File: config.mk
export PLATFORM = sky130hd
export DESIGN_NAME = trig_capture_seq_flat
export DESIGN_NICKNAME = d
export VERILOG_FILES = /design/src/rtl/trig_capture_seq_if.sv /design/src/rtl/trig_capture_seq.sv /design/src/flat_wrapper.sv
export SDC_FILE = /design/constraint.sdc
export NUM_CORES = 1
export LEC_CHECK = 0
export BUFFER_PORTS_ARGS = -buffer_cell sky130_fd_sc_hd__buf_2
export CORE_MARGIN = 2
export CORE_UTILIZATION = 60
export CTS_CLUSTER_DIAMETER = 200
export DETAILED_ROUTE_END_ITERATION = 8
export PLACE_DENSITY = 0.83
export SYNTH_ARGS = -nofsm -noshare
export SYNTH_HDL_FRONTEND = slang
export SYNTH_SLANG_ARGS = --single-unit
File: constraint.sdc
create_clock -name clk -period 4.2 [get_ports clk]
set_input_delay 0.42 -clock clk [delete_from_list [all_inputs] [get_ports clk]]
set_output_delay 0.42 -clock clk [all_outputs]
set_load 0.03 [all_outputs]
File: src/rtl/trig_capture_seq_if.sv
// Control, trigger, sample and readout signals of the trigger-capture sequencer.
// The host/control side uses master; the sequencer uses slave.
interface trig_capture_seq_if #(
  parameter int unsigned DW = 8,
  parameter int unsigned AW = 4
);
  logic          arm;
  logic          abort;
  logic          trig;
  logic [DW-1:0] din;
  logic [AW:0]   cap_len;
  logic [7:0]    holdoff;
  logic          rd_en;
  logic [DW-1:0] rd_data;
  logic          rd_valid;
  logic          armed;
  logic          busy;
  logic          done;
  logic [AW:0]   wr_count;
  logic [7:0]    missed_trig;

  modport master (
    output arm, abort, trig, din, cap_len, holdoff, rd_en,
    input  rd_data, rd_valid, armed, busy, done, wr_count, missed_trig
  );

  modport slave (
    input  arm, abort, trig, din, cap_len, holdoff, rd_en,
    output rd_data, rd_valid, armed, busy, done, wr_count, missed_trig
  );
endinterface

File: src/rtl/trig_capture_seq.sv
// Trigger-capture sequencer: arm, qualify a rising trigger edge, wait a holdoff,
// capture a fixed number of samples into a buffer, then serve handshaked reads.
module trig_capture_seq #(
    parameter int unsigned DW    = 8,
    parameter int unsigned DEPTH = 16,
    parameter int unsigned AW    = $clog2(DEPTH)
) (
    input  logic               clk,
    input  logic               rst_n,
    trig_capture_seq_if.slave  bus
);

    typedef enum logic [2:0] {
        S_IDLE,
        S_ARMED,
        S_HOLDOFF,
        S_CAPTURE,
        S_DONE
    } state_t;

    localparam logic [AW:0] LP_DEPTH = (AW+1)'(DEPTH);
    localparam logic [AW:0] LP_ONE   = (AW+1)'(1);

    state_t        r_state;
    state_t        w_state_nxt;
    logic          r_trig_q;
    logic          w_trig_rise;
    logic [AW:0]   r_len;
    logic [AW:0]   r_wr_count;
    logic [AW:0]   r_rd_ptr;
    logic [AW:0]   w_eff_len;
    logic [AW:0]   w_wr_count_inc;
    logic [7:0]    r_hold;
    logic [7:0]    r_hcnt;
    logic [7:0]    r_missed;
    logic [DW-1:0] r_rd_data;
    logic          r_rd_valid;
    logic [DW-1:0] r_mem [DEPTH];

    logic w_latch;
    logic w_load_hcnt;
    logic w_wr_en;
    logic w_rd_fire;
    logic w_clr_ptr;
    logic w_miss_inc;

    assign w_trig_rise    = bus.trig & ~r_trig_q;
    assign w_wr_count_inc = r_wr_count + LP_ONE;

    // Zero-length requests capture one sample; oversize requests fill the buffer.
    always_comb begin
        w_eff_len = bus.cap_len;
        if (bus.cap_len == '0) begin
            w_eff_len = LP_ONE;
        end else if (bus.cap_len > LP_DEPTH) begin
            w_eff_len = LP_DEPTH;
        end
    end

    always_ff @(posedge clk or negedge rst_n) begin
        if (!rst_n) begin
            r_state <= S_IDLE;
        end else begin
            r_state <= w_state_nxt;
        end
    end

    always_comb begin
        w_state_nxt = r_state;
        w_latch     = 1'b0;
        w_load_hcnt = 1'b0;
        w_wr_en     = 1'b0;
        w_rd_fire   = 1'b0;
        w_clr_ptr   = 1'b0;
        w_miss_inc  = 1'b0;
        if (bus.abort) begin
            w_state_nxt = S_IDLE;
            w_clr_ptr   = 1'b1;
        end else begin
            case (r_state)
                S_IDLE: begin
                    if (bus.arm) begin
                        w_state_nxt = S_ARMED;
                        w_latch     = 1'b1;
                    end
                end
                S_ARMED: begin
                    if (bus.arm) begin
                        w_latch = 1'b1;
                    end else if (w_trig_rise) begin
                        if (r_hold != 8'd0) begin
                            w_state_nxt = S_HOLDOFF;
                            w_load_hcnt = 1'b1;
                        end else begin
                            w_state_nxt = S_CAPTURE;
                        end
                    end
                end
                S_HOLDOFF: begin
                    w_miss_inc = w_trig_rise;
                    if (r_hcnt == 8'd1) begin
                        w_state_nxt = S_CAPTURE;
                    end
                end
                S_CAPTURE: begin
                    w_miss_inc = w_trig_rise;
                    w_wr_en    = 1'b1;
                    if (w_wr_count_inc == r_len) begin
                        w_state_nxt = S_DONE;
                    end
                end
                S_DONE: begin
                    if (bus.arm) begin
                        w_state_nxt = S_ARMED;
                        w_latch     = 1'b1;
                    end else if (bus.rd_en && (r_rd_ptr < r_wr_count)) begin
                        w_rd_fire = 1'b1;
                    end
                end
                default: w_state_nxt = S_IDLE;
            endcase
        end
    end

    always_ff @(posedge clk or negedge rst_n) begin
        if (!rst_n) begin
            r_trig_q   <= 1'b0;
            r_len      <= '0;
            r_hold     <= '0;
            r_hcnt     <= '0;
            r_wr_count <= '0;
            r_rd_ptr   <= '0;
            r_missed   <= '0;
            r_rd_data  <= '0;
            r_rd_valid <= 1'b0;
        end else begin
            r_trig_q   <= bus.trig;
            r_rd_valid <= w_rd_fire;
            if (w_load_hcnt) begin
                r_hcnt <= r_hold;
            end else if (r_state == S_HOLDOFF) begin
                r_hcnt <= r_hcnt - 8'd1;
            end
            if (w_clr_ptr) begin
                r_wr_count <= '0;
                r_rd_ptr   <= '0;
            end else if (w_latch) begin
                r_len      <= w_eff_len;
                r_hold     <= bus.holdoff;
                r_wr_count <= '0;
                r_rd_ptr   <= '0;
                r_missed   <= '0;
            end else if (w_wr_en) begin
                r_wr_count <= w_wr_count_inc;
            end else if (w_rd_fire) begin
                r_rd_data <= r_mem[r_rd_ptr[AW-1:0]];
                r_rd_ptr  <= r_rd_ptr + LP_ONE;
            end
            if (w_miss_inc && (r_missed != 8'hFF)) begin
                r_missed <= r_missed + 8'd1;
            end
        end
    end

    // Sample buffer is intentionally left out of reset.
    always_ff @(posedge clk) begin
        if (w_wr_en) begin
            r_mem[r_wr_count[AW-1:0]] <= bus.din;
        end
    end

    assign bus.armed       = (r_state == S_ARMED);
    assign bus.busy        = (r_state == S_HOLDOFF) || (r_state == S_CAPTURE);
    assign bus.done        = (r_state == S_DONE);
    assign bus.wr_count    = r_wr_count;
    assign bus.missed_trig = r_missed;
    assign bus.rd_data     = r_rd_data;
    assign bus.rd_valid    = r_rd_valid;

endmodule

File: src/flat_wrapper.sv
// flat-port wrapper written by rule: the top's interface ports become plain ports
module trig_capture_seq_flat 
#(
    parameter int unsigned DW    = 8,
    parameter int unsigned DEPTH = 16,
    parameter int unsigned AW    = $clog2(DEPTH)
)
  (clk, rst_n, bus_arm, bus_abort, bus_trig, bus_din, bus_cap_len, bus_holdoff, bus_rd_en, bus_rd_data, bus_rd_valid, bus_armed, bus_busy, bus_done, bus_wr_count, bus_missed_trig);
  trig_capture_seq_if #(.DW(DW), .AW(AW)) bus_i ();
  input  logic clk;
  input  logic rst_n;
  input wire logic [$bits(bus_i.arm)-1:0] bus_arm;
  input wire logic [$bits(bus_i.abort)-1:0] bus_abort;
  input wire logic [$bits(bus_i.trig)-1:0] bus_trig;
  input wire logic [$bits(bus_i.din)-1:0] bus_din;
  input wire logic [$bits(bus_i.cap_len)-1:0] bus_cap_len;
  input wire logic [$bits(bus_i.holdoff)-1:0] bus_holdoff;
  input wire logic [$bits(bus_i.rd_en)-1:0] bus_rd_en;
  output wire logic [$bits(bus_i.rd_data)-1:0] bus_rd_data;
  output wire logic [$bits(bus_i.rd_valid)-1:0] bus_rd_valid;
  output wire logic [$bits(bus_i.armed)-1:0] bus_armed;
  output wire logic [$bits(bus_i.busy)-1:0] bus_busy;
  output wire logic [$bits(bus_i.done)-1:0] bus_done;
  output wire logic [$bits(bus_i.wr_count)-1:0] bus_wr_count;
  output wire logic [$bits(bus_i.missed_trig)-1:0] bus_missed_trig;
  assign bus_i.arm = bus_arm;
  assign bus_i.abort = bus_abort;
  assign bus_i.trig = bus_trig;
  assign bus_i.din = bus_din;
  assign bus_i.cap_len = bus_cap_len;
  assign bus_i.holdoff = bus_holdoff;
  assign bus_i.rd_en = bus_rd_en;
  assign bus_rd_data = bus_i.rd_data;
  assign bus_rd_valid = bus_i.rd_valid;
  assign bus_armed = bus_i.armed;
  assign bus_busy = bus_i.busy;
  assign bus_done = bus_i.done;
  assign bus_wr_count = bus_i.wr_count;
  assign bus_missed_trig = bus_i.missed_trig;
  trig_capture_seq #(.DW(DW), .DEPTH(DEPTH), .AW(AW)) u_core (.clk(clk), .rst_n(rst_n), .bus(bus_i));
endmodule
After elaboration in Yosys (flattened, before gate mapping)
Memory sizes are Yosys's and may differ from the RTL's. A register that Yosys moved wholly into a read port is not among the register bits.
Index checks and enable logic that the tools add are counted.
{"block": "classes", "addsub": 4, "magnitude_cmp": 2, "n_eq_ne": 14, "n_mux": 41, "bitwise": 5, "n_reduce_logical": 19}
{"op": "$mux 5", "n": 9}
{"op": "$mux 8", "n": 5}
{"op": "$mux 1", "n": 20}
{"op": "$mux 3", "n": 6}
{"op": "$ne 3x2->1 const B", "n": 4}
{"op": "$pmux 3 s4", "n": 1}
{"op": "$add 5x1->5 const B", "n": 2}
{"op": "$add 8x1->8 const B", "n": 1}
{"op": "$eq 8x1->1 const B", "n": 1}
{"op": "$ne 8x8->1 const B", "n": 1}
{"op": "$reduce_bool 8->1", "n": 1}
{"op": "$sub 8x1->8 const B", "n": 1}
{"op": "$eq 3x2->1 const B", "n": 2}
{"op": "$reduce_and 2->1", "n": 3}
{"op": "$reduce_bool 3->1", "n": 2}
{"op": "$eq 5x5->1", "n": 1}
{"op": "$gt 5x5->1 const B", "n": 1}
{"op": "$logic_not 5->1", "n": 1}
{"op": "$lt 5x5->1", "n": 1}
{"op": "$reduce_and 5->1", "n": 1}
{"op": "$not 1->1", "n": 4}
{"op": "$reduce_and 4->1", "n": 1}
{"op": "$reduce_bool 2->1", "n": 2}
{"op": "$reduce_or 2->1", "n": 2}
{"op": "other kinds (11)", "n": 12}
{"block": "totals", "reg_bits": 44, "mem_bits_rw": 128, "inputBits": 27, "output_inout_bits": 25, "memories": 1}
{"memory": "u_core.r_mem", "words": 16, "word_bits": 8, "read_ports": 1, "rd_ports_with_merged_regs": 1, "wr": 1, "line_no": "trig_capture_seq.sv:38", "text": "logic [DW-1:0] r_mem [DEPTH];"}

Longest topological paths before layout
Gate-level depths: netlist of run 1.
{"block": "logic_depth", "ltp_word": 10, "depth_mapped": 7, "depth_no_buf": 7}

Least setup slack after synthesis of run 1
Ideal clock, no wire load.
{"block": "synth_timing", "path_type": "register to register", "startpoint": "register u_core.r_wr_count[3] (netlist: u_core.bus.wr_count[3])", "endpoint": "register u_core.r_rd_data[0] (netlist: u_core.bus.rd_data[0]), read port of u_core.r_mem", "setup_ns": 0.125, "arrival_ns": 2.368, "t_required_ns": 4.075, "setup_slack_ns": 1.707, "path_stages_with_launch": 7, "path_buffers": 0, "cell_sequence": "dfrtp_1 inv_1 ha_1 a2111oi_2 nand2_1 a211oi_4 mux2_2"}
{"block": "synth_via", "elab_chain_len": 7}
{"item": "from (decl)", "line_no": "trig_capture_seq.sv:29", "text": "logic [AW:0] r_wr_count;"}
{"item": "from (signal assigned)", "line_no": "trig_capture_seq.sv:154", "text": "r_wr_count <= w_wr_count_inc;"}
{"item": "$lt 5x5->1", "line_no": "trig_capture_seq.sv:116", "text": "end else if (bus.rd_en && (r_rd_ptr < r_wr_count)) begin"}
{"item": "$logic_and 1x1->1", "line_no": "trig_capture_seq.sv:116"}
{"item": "$mux 1", "line_no": "trig_capture_seq.sv:116"}
{"item": "$mux 1", "line_no": "trig_capture_seq.sv:113", "text": "if (bus.arm) begin"}
{"item": "$mux 1", "line_no": "trig_capture_seq.sv:80", "text": "case (r_state)"}
{"item": "$mux 1", "line_no": "trig_capture_seq.sv:76", "text": "if (bus.abort) begin"}
{"item": "via u_core.w_rd_fire", "line_no": "trig_capture_seq.sv:43", "text": "logic w_rd_fire;"}
{"item": "$reduce_and 4->1 (no line)"}
{"item": "to (decl)", "line_no": "trig_capture_seq.sv:36", "text": "logic [DW-1:0] r_rd_data;"}
The timed path passes the listed nets, and every way through them passes these cells.
A chain may end at the register's enable or synchronous reset.

Worst setup path in the final report of run 1
{"block": "layout_timing", "startpoint": "register u_core.r_wr_count[3] (netlist: u_core.bus.wr_count[3])", "endpoint": "register u_core.r_rd_data[6] (netlist: u_core.bus.rd_data[6]), read port of u_core.r_mem"}
Same word-level chain as after synthesis.

==> results.yml, run 1 <==
grt:
  antenna_found_initial: 0
  grt_max_degree: 44
  track_usage: 0.254
  grt_overflow: 0
  grt_pass1_vias: 4554
  grt_pass1_wl_mm: 25.1
sta:
  post-route-period-util: 0.716
  fin_skew_ns: 0.00674
  maxSlewHeadroom: 0.399
  hold_viol: 0
  final.min_clock_period_ns: 3.01
  rsz0062_at_grt: "no"
  tns_ns: 0
  drv_slew: 0
  setup_violations: 0
  clock.fmax_ghz: 0.333
  worst_pin_slew_ns: 0.898
clock_tree:
  clock-sinks: 180
  post_cts_buffers: 0
  cts_max_level: 4
  clk_pin_slew_worst_paths_ns: 0.06
  holdBufCountCts: 1
  clk_latency_ns: 0.42
  cts_buffers: 17
  cts_buffer_depth: 2
  cts_tree: "built"
  cts_root_buffer: "clkbuf_16"
  post_cts_resized: 0
synthesis:
  yosys.area_share.simple: 0.101
  synth_nets: 550
  synth_mux_area_frac: 0.112
  synth_flop_cell: "edfxtp_1"
  synth_compound_area_frac: 0.0612
  synth-seq-cells: 180
  yosysSeqAreaShare: 0.669
  yosys_warnings: 0
  synth_xor_area_frac: 0.0172
  syn-cell-area_um2: 7690
  synthCells: 511
  synthAdderAreaFrac: 0.0195
  synth_top_family_by_area: "multiplexers"
  synth_edf_count: 128
  synth-async-reset-ratio: 0.289
  syn_avg_cell_area_um2: 15.1
  yosysUniqueCellTypes: 50
routing:
  drc_errors: 0
  ant_nets: 0
  drt_first_pass_iters: 6
  wl_met3_mm: 1.14
  via_per_inst: 6.25
  wl_met2_mm: 8.00
  detail_route.wl_per_cell_um: 21.4
  finalWirelength_mm: 16.2
  drt_iter0_drc: 582
  routedLengthMet1_mm: 6.57
  top_layer_used: "met4"
  vias: 4724
critical_path:
  cp_max_fo: 13
  reg2reg_from: "u_core.bus.wr_count[3]"
  required_ns: 4.50
  cp.arrival_ns: 3.31
  end_kind: "flop"
  worstRegToRegCells: 6
  reg2reg_to: "u_core.bus.rd_data[6]"
  critPathKind: "reg2reg"
  rrSetupSlack_ns: 1.19
  crit_path_start_kind: "flop"
power_and_ir_drop:
  p_per_area_nw_per_um2: 480
  ir_worst_vdd_uv: 295
  p_leak_nw: 3.23
place:
  globalplace.congestion: 0.940
  io_buffers: 51
  placed_cells: 723
  dp_hpwl_mm: 10.6
cells_and_area:
  layout_commonest_cell: "edfxtp_1"
  final_cells: 756
  multi_input_area_um2: 2390
  layout.nets: 610
  area_growth_pct: 13.3
  post-route-util: 0.693
  final_cell_mix: "edfxtp_1, nand2_1, buf_2, dfrtp_1, mux4_2"
  antennaDiodeCount: 0
  drive_gt1_frac: 0.240
  nFillCells: 812
  seqCellArea_um2: 5150
floorplanning:
  coreArea_um2: 12600
  ios: 52
  rows: 41
  dieArea_um2: 13700
  dieWidth_um: 117
  initial_core_util: 0.612
  die_y_um: 117
hold_path:
  worstHoldPathType: "in2reg"
  hold_path_end: "u_core.r_trig_q"
  hp-start: "bus_trig"
  hold_depth: 1
outcome:
  status: "finished clean"
job:
  maxCapViolCount: 0
==> sequential cells by signal (all words and copies together) (netlist names) <==
register,count
u_core.bus.wr_count,5
u_core.r_hold,8
u_core.r_hcnt,8
u_core.bus.missed_trig,8
u_core.bus.rd_data,8
u_core.r_state,3
u_core.r_len,5
u_core.bus.rd_valid,1
u_core.r_mem,128
u_core.r_trig_q,1
u_core.r_rd_ptr,5
==> kinds of logic (layout without fill, tap and decap cells) <==
| group | after synthesis | in the layout |
|---|---|---|
| fa+ha+maj | 12 | 12 |
| buf+inv | 39 | 112 |
| flops | 180 | 180 |
| xor+xnor | 12 | 12 |
| mux | 45 | 45 |
| simple gates | 158 | 158 |
| compound gates | 65 | 65 |
==> through the flow <==
step	hold slack [ns]	total power [W]	setup WS, ns	area [um2]
2_1_floorplan	0.124	0.00258	1.71	7690
3_3_place_gp	0.312	0.00273	1.52	8160
6_report	0.121	0.00418	1.19	8710
4_1_cts	0.107	0.00419	1.25	8710
5_1_grt	0.114	0.00437	1.05	8710
3_5_place_dp	0.318	0.00277	1.35	8160
==> where the power goes <==
part           switching [W]  internal (W)  total, W
combinational       0.000355      0.000217  0.000572
clock               0.000640      0.000789   0.00143
sequential          0.000144       0.00203   0.00218
total                0.00114       0.00304   0.00418
==> worst max-delay path, stage by stage (launching register included) <==
cell and delay, ns:
dfrtp_1 0.57, inv_1 0.21, ha_1 0.26, a2111oi_2 0.57
nand2_1 0.23, a211oi_4 0.63, mux2_2 0.41
==> how the worst max path moves through the flow <==
| stage | start | to | slack [ns] | cells after the start |
|---|---|---|---|---|
| final | u_core.bus.wr_count[3] | u_core.bus.rd_data[6] | 1.19 | 6 |
| after global routing | u_core.bus.wr_count[3] | u_core.bus.rd_data[6] | 1.05 | 6 |
| after CTS | u_core.bus.wr_count[3] | u_core.bus.rd_data[6] | 1.25 | 6 |
| after detailed placement | u_core.bus.wr_count[3] | u_core.bus.rd_data[2] | 1.35 | 6 |
| after global placement | u_core.bus.wr_count[3] | u_core.bus.rd_data[7] | 1.52 | 6 |
| after floorplan | u_core.bus.wr_count[3] | u_core.bus.rd_data[0] | 1.71 | 6 |
==> cells in the mapped netlist (all sizes together), types with 3 or more instances <==
library cell	instances	area, um2
nand3	16	80.1
edfxtp	128	3840
and3	6	37.5
o21ai	12	60.1
or3	7	43.8
nand2b	3	18.8
nor2b	6	37.5
ha	12	150
dfrtp	52	1300
clkbuf	15	56.3
nor3b	5	42.5
nand3b	3	22.5
buf	9	43.8
a22oi	17	128
mux2	9	101
a21oi	11	55.1
nor4	12	75.1
inv	15	56.3
xnor2	8	70.1
nor3	8	40.0
or4	3	22.5
o211ai	4	30.0
nor2	18	67.6
mux4	32	721
mux2i	4	40.0
nand2	64	240
and2	4	25.0
==> per-layer routing <==
metal / vias up / global-route usage
met2: 240 / 0.387
met5: - / 0
met1: 2353 / 0.353
met4: 0 / 0.119
li1: 2095 / -
met3: 36 / 0.0577
==> area by class of cell <==
class,count,area share
clock buffer,21,0.0529
clock inverter,11,0.00934
inverter,15,0.00646
multi-input combinational,292,0.274
sequential,180,0.591
tap,172,0.0247
timing repair buffer,65,0.0416
Note: power is estimated with default switching activity, not from simulation.
==> inputs of run 2 (changes only) <==
CORE_UTILIZATION = 54   (was 60)
PLACE_DENSITY = 0.79   (was 0.83)
clock period = 2.5 ns   (was 4.2 ns; I/O delays follow)
==> results.yml, run 2 (synthesized netlist as in run 1, its figures left out) <==
cells_and_area:
  area_growth_pct: 16.7
  largest_register_ff_count: 128
  layout.nets: 629
  final_cell_mix: "edfxtp_1, nand2_1, buf_2, dfrtp_1, mux4_2"
  final_cells: 783
  post-route-util: 0.647
  layout_commonest_cell: "edfxtp_1"
  drive_gt1_frac: 0.259
  antennaDiodeCount: 0
routing:
  detail_route.wl_per_cell_um: 21.0
  drt_iter0_drc: 618
  ant_nets: 0
  finalWirelength_mm: 16.4
  via_per_inst: 6.09
  vias: 4772
  drt_first_pass_iters: 5
  drc_errors: 0
clock_tree:
  cts_tree: "built"
  cts_max_level: 4
  cts_root_buffer: "clkbuf_16"
  clock-sinks: 180
  post_cts_resized: 0
  clk_latency_ns: 0.43
  clk_pin_slew_worst_paths_ns: 0.07
  cts_buffer_depth: 2
  cts_buffers: 17
  post_cts_buffers: 0
floorplanning:
  die_y_um: 123
  dieArea_um2: 15200
  ios: 52
  initial_core_util: 0.554
  rows: 43
  dieWidth_um: 123
  coreArea_um2: 13900
sta:
  post-route-period-util: 0.895
  maxSlewHeadroom: 0.442
  holdWs_ns: 0.0209
  hold_viol: 0
  worst_pin_slew_ns: 0.836
  drv_slew: 0
  final.min_clock_period_ns: 2.24
  worst_slack_ns: 0.262
  tns_ns: 0
  fin_skew_ns: 0.00884
  setup_violations: 0
  clock.fmax_ghz: 0.447
  rsz0062_at_grt: "no"
critical_path:
  end_kind: "flop"
  critPathKind: "reg2reg"
  reg2reg_to: "u_core.bus.rd_data[3]"
  reg2reg_from: "u_core.bus.wr_count[4]"
  cp_max_fo: 10
  cp.arrival_ns: 2.55
  crit_path_start_kind: "flop"
  worstRegToRegCells: 7
  rrSetupSlack_ns: 0.26
  required_ns: 2.81
hold_path:
  hold_depth: 3
  hold_path_end: "u_core.r_hold[0]"
  worstHoldPathType: "in2reg"
  hp-start: "bus_holdoff[0]"
power_and_ir_drop:
  p_per_area_nw_per_um2: 824
  ir_worst_vdd_uv: 460
  p_leak_nw: 3.37
place:
  post-place-ws_ns: 0.262
  io_buffers: 51
  globalplace.congestion: 0.903
  placed_cells: 746
  dp_hpwl_mm: 10.8
grt:
  grt_pass1_wl_mm: 26.1
  grt_pass1_vias: 4625
  grt_max_degree: 36
  track_usage: 0.236
  antenna_found_initial: 0
  grt_overflow: 0
outcome:
  status: "finished clean"
job:
  maxCapViolCount: 0
## run 2: cell count changes in the layout (fill, tap and decap cells not counted), sizes merged
cell and delta:
inv +5, clkinv -6, dlygate4sd3 +4, clkinvlp -2, bufinv +1, clkbuf +2
buf +15
## run 2: worst max-delay path: stages, from the launching register on
cell and delay, ns:
dfrtp_1 0.37, inv_1 0.08, ha_1 0.33, a2111oi_2 0.36, nand2_1 0.17, a211oi_4 0.23
buf_4 0.22, mux2_2 0.35
## run 2: what timing repair did
action,in CTS,in global routing
setup endpoints to repair,0,0
hold buffers,5,0
endpoints found under the hold margin,37,0
## run 2: cell type report
type / count / area [um2]
Clock buffer: 23 / 520
Clock inverter: 9 / 100
Fill cell: 954 / 4900
Inverter: 15 / 56.3
Multi-Input combinational cell: 292 / 2390
Sequential cell: 180 / 5150
Tap cell: 180 / 225
Timing Repair Buffer: 84 / 541
## run 2: per-stage QoR
| step | total power [W] | instance area [um2] |
|---|---|---|
| after floorplan | 0.00434 | 7690 |
| after global placement | 0.00462 | 8310 |
| after detailed placement | 0.00468 | 8310 |
| after CTS | 0.00741 | 8980 |
| after global routing | 0.00769 | 8980 |
| final | 0.00739 | 8980 |
## run 2: how the worst max path moves through the flow
| stage | from | endpoint | cells past startpoint |
|---|---|---|---|
| 4_1_cts | u_core.bus.wr_count[4] | u_core.bus.rd_data[2] | 7 |
| 3_3_place_gp | u_core.bus.wr_count[4] | u_core.bus.rd_data[1] | 7 |
| 6_report | u_core.bus.wr_count[4] | u_core.bus.rd_data[3] | 7 |
| 2_1_floorplan | u_core.bus.wr_count[3] | u_core.bus.rd_data[0] | 6 |
| 3_5_place_dp | u_core.bus.wr_count[4] | u_core.bus.rd_data[0] | 7 |
| 5_1_grt | u_core.bus.wr_count[4] | u_core.bus.rd_data[2] | 7 |
## run 2: layer usage
layer  wire length [um]  GRT usage  vias up
met1               7060      0.341     2401
met2               7800      0.353      218
met3               1260     0.0581       30
met4                319     0.0824        0
met5                  0          0        -
li1                   -          -     2123
## run 2: power breakdown
group	internal, W	leakage (nW)	switching [W]
Clock	0.00160	0.305	0.00115
Combinational	0.000390	1.23	0.000618
Sequential	0.00342	1.84	0.000228
Total	0.00540	3.37	0.00199
==> inputs of run 3 (changes only) <==
ABC_AREA = 1   (was unset)
CORE_UTILIZATION = 55   (was 54)
GPL_ROUTABILITY_DRIVEN = 0   (was unset)
PLACE_DENSITY = 0.8   (was 0.79)
==> results.yml, run 3 <==
outcome:
  status: "finished clean"
sta:
  worst_slack_ns: 0.430
  setup_violations: 0
  fin_skew_ns: 0.00777
  maxSlewHeadroom: 0.384
  drv_slew: 0
  rsz0062_at_grt: "no"
  final.min_clock_period_ns: 2.07
  worst_pin_slew_ns: 0.925
  clock.fmax_ghz: 0.483
  tns_ns: 0
  hold_viol: 0
  post-route-period-util: 0.828
grt:
  grt_overflow: 0
  grt_busiest_layer: "met2"
  grt_pass1_wl_mm: 29.5
  grt_max_degree: 68
  grt.met3_usage: 0.0561
  grtUsageMet1: 0.299
  antenna_found_initial: 0
  track_usage: 0.239
  grt_pass1_vias: 5938
  grt_use_met2: 0.393
cells_and_area:
  final_cell_mix: "nand2_1, nor2_1, edfxtp_1"
  post-route-util: 0.640
  drive_gt1_frac: 0.158
  layout.nets: 930
  area_growth_pct: 13.4
  largest_register_ff_count: 128
  antennaDiodeCount: 0
  layout_commonest_cell: "nand2_1"
synthesis:
  synth_top_cell_by_area: "edfxtp_1"
  yosysSeqAreaShare: 0.627
  synth_nets: 860
  synth_top_area_frac: 0.468
  yosys_warnings: 0
  post-synth-top-count-cell: "nand2_1"
  yosysUniqueCellTypes: 40
  synth-async-reset-ratio: 0.289
  synth-seq-cells: 180
  synthCells: 821
  syn_avg_cell_area_um2: 9.99
  syn-cell-area_um2: 8210
  synth_flop_cell: "edfxtp_1"
  yosys-top-cells-area: "edfxtp_1, dfrtp_1, nand2_1"
  synth_edf_count: 128
  synth_common_cells: "nand2_1, nor2_1, edfxtp_1"
routing:
  drt_iter0_drc: 561
  drc_errors: 0
  via_per_inst: 5.48
  vias: 5955
  detail_route.wl_per_cell_um: 16.6
  finalWirelength_mm: 18.0
  ant_nets: 0
  drt_first_pass_iters: 5
clock_tree:
  cts_buffers: 17
  cts_buffer_depth: 2
  cts_root_buffer: "clkbuf_16"
  clk_latency_ns: 0.43
  post_cts_resized: 0
  clock-sinks: 180
  cts_max_level: 4
  clk_pin_slew_worst_paths_ns: 0.07
  cts_tree: "built"
critical_path:
  cp.arrival_ns: 2.39
  worstRegToRegCells: 10
  cp_max_fo: 10
  end_kind: "flop"
  crit_path_start_kind: "flop"
  critPathKind: "reg2reg"
  required_ns: 2.82
hold_path:
  worstHoldPathType: "in2reg"
  hold_depth: 3
floorplanning:
  rows: 44
  dieArea_um2: 15900
  die_y_um: 126
  initial_core_util: 0.565
  dieWidth_um: 126
  coreArea_um2: 14500
  ios: 52
power_and_ir_drop:
  p_int_w: 0.00500
  combPwrFrac: 0.148
  p_sw_frac: 0.279
  p_leak_nw: 3.83
  p_per_area_nw_per_um2: 746
  ir_worst_vdd_uv: 613
  p_seq_frac: 0.512
  p_sw_w: 0.00193
  p_clk_frac: 0.341
place:
  io_buffers: 51
  post-place-ws_ns: 0.456
  dp_hpwl_mm: 11.7
job:
  maxCapViolCount: 0
## run 3: cell count changes after synthesis, sizes merged, moves of 10 or more
cell,before,now
nor2,18,164
nand2,64,175
o21ai,12,74
inv,15,66
nand3,16,54
mux4,32,0
a22oi,17,0
buf,9,21
o211ai,4,14
o22ai,0,10
## run 3: worst max-delay path, cell delays in order, from the launching register on
cell and delay (ns):
dfrtp_1 0.53, inv_1 0.19, ha_1 0.34, nand2_1 0.06, a21oi_1 0.06, nor2_1 0.11
nand4_1 0.09, nor2_1 0.15, nand2_1 0.23, nand2_1 0.14, nand2_1 0.07
## run 3: layout make-up
| type | instances | area, um2 |
|---|---|---|
| Clock buffer | 20 | 437 |
| Clock inverter | 11 | 78.8 |
| Fill cell | 1118 | 5230 |
| Inverter | 68 | 259 |
| Multi-Input combinational cell | 544 | 2640 |
| Sequential cell | 180 | 5150 |
| Tap cell | 184 | 230 |
| Timing Repair Buffer | 80 | 508 |
## run 3: worst paths after layout
check / start / end / slack, ns
worst max-delay path: u_core.bus.wr_count[2] / u_core.bus.rd_data[3] / 0.43
worst min-delay path: bus_holdoff[3] / u_core.r_hold[3] / 0.01
max in group asynchronous: rst_n / u_core.r_hcnt[5] / 1.37
min in group asynchronous: rst_n / u_core.r_hold[5] / 0.49
worst max register to register: u_core.bus.wr_count[2] / u_core.bus.rd_data[3] / 0.43
worst min register to register: u_core.bus.rd_data[2] / u_core.bus.rd_data[2] / 0.48
## run 3: what timing repair did
action | in CTS | in global routing
hold buffers | 4 | 0
endpoints found under the hold margin | 43 | 0
buffers inserted | 0 | 0
## run 3: metrics by stage
step,hold slack (ns),instance area [um2],total power (W),cells
floorplan,-0.0456,8210,0.00434,821
global placement,0.372,8750,0.00459,1052
detailed placement,0.381,8750,0.00462,1052
CTS,0.00444,9300,0.00697,1087
global route,0.0222,9300,0.00726,1087
finish,0.0141,9300,0.00694,1087
## run 3: power groups by stage
| stage | registers, W | clock network [W] | logic, W |
|---|---|---|---|
| global route | 0.00357 | 0.00250 | 0.00118 |
| CTS | 0.00355 | 0.00239 | 0.00103 |
| floorplan | 0.00360 | 0 | 0.000743 |
| global placement | 0.00359 | 0 | 0.000992 |
| finish | 0.00355 | 0.00236 | 0.00102 |
| detailed placement | 0.00360 | 0 | 0.00101 |
## run 3: cell families after synthesis
group | count (synthesis) | share of synthesized area
buf+inv | 97 | 0.0509
compound gates | 106 | 0.0747
fa+ha+maj | 12 | 0.0183
xor+xnor | 8 | 0.00854
flops | 180 | 0.627
simple gates | 418 | 0.220
## run 3: layer usage
metal  part of all wire  wire, um
met1               0.40      7250
met3              0.068      1220
met4              0.028       501
met2               0.50      9050
met5                  0         0
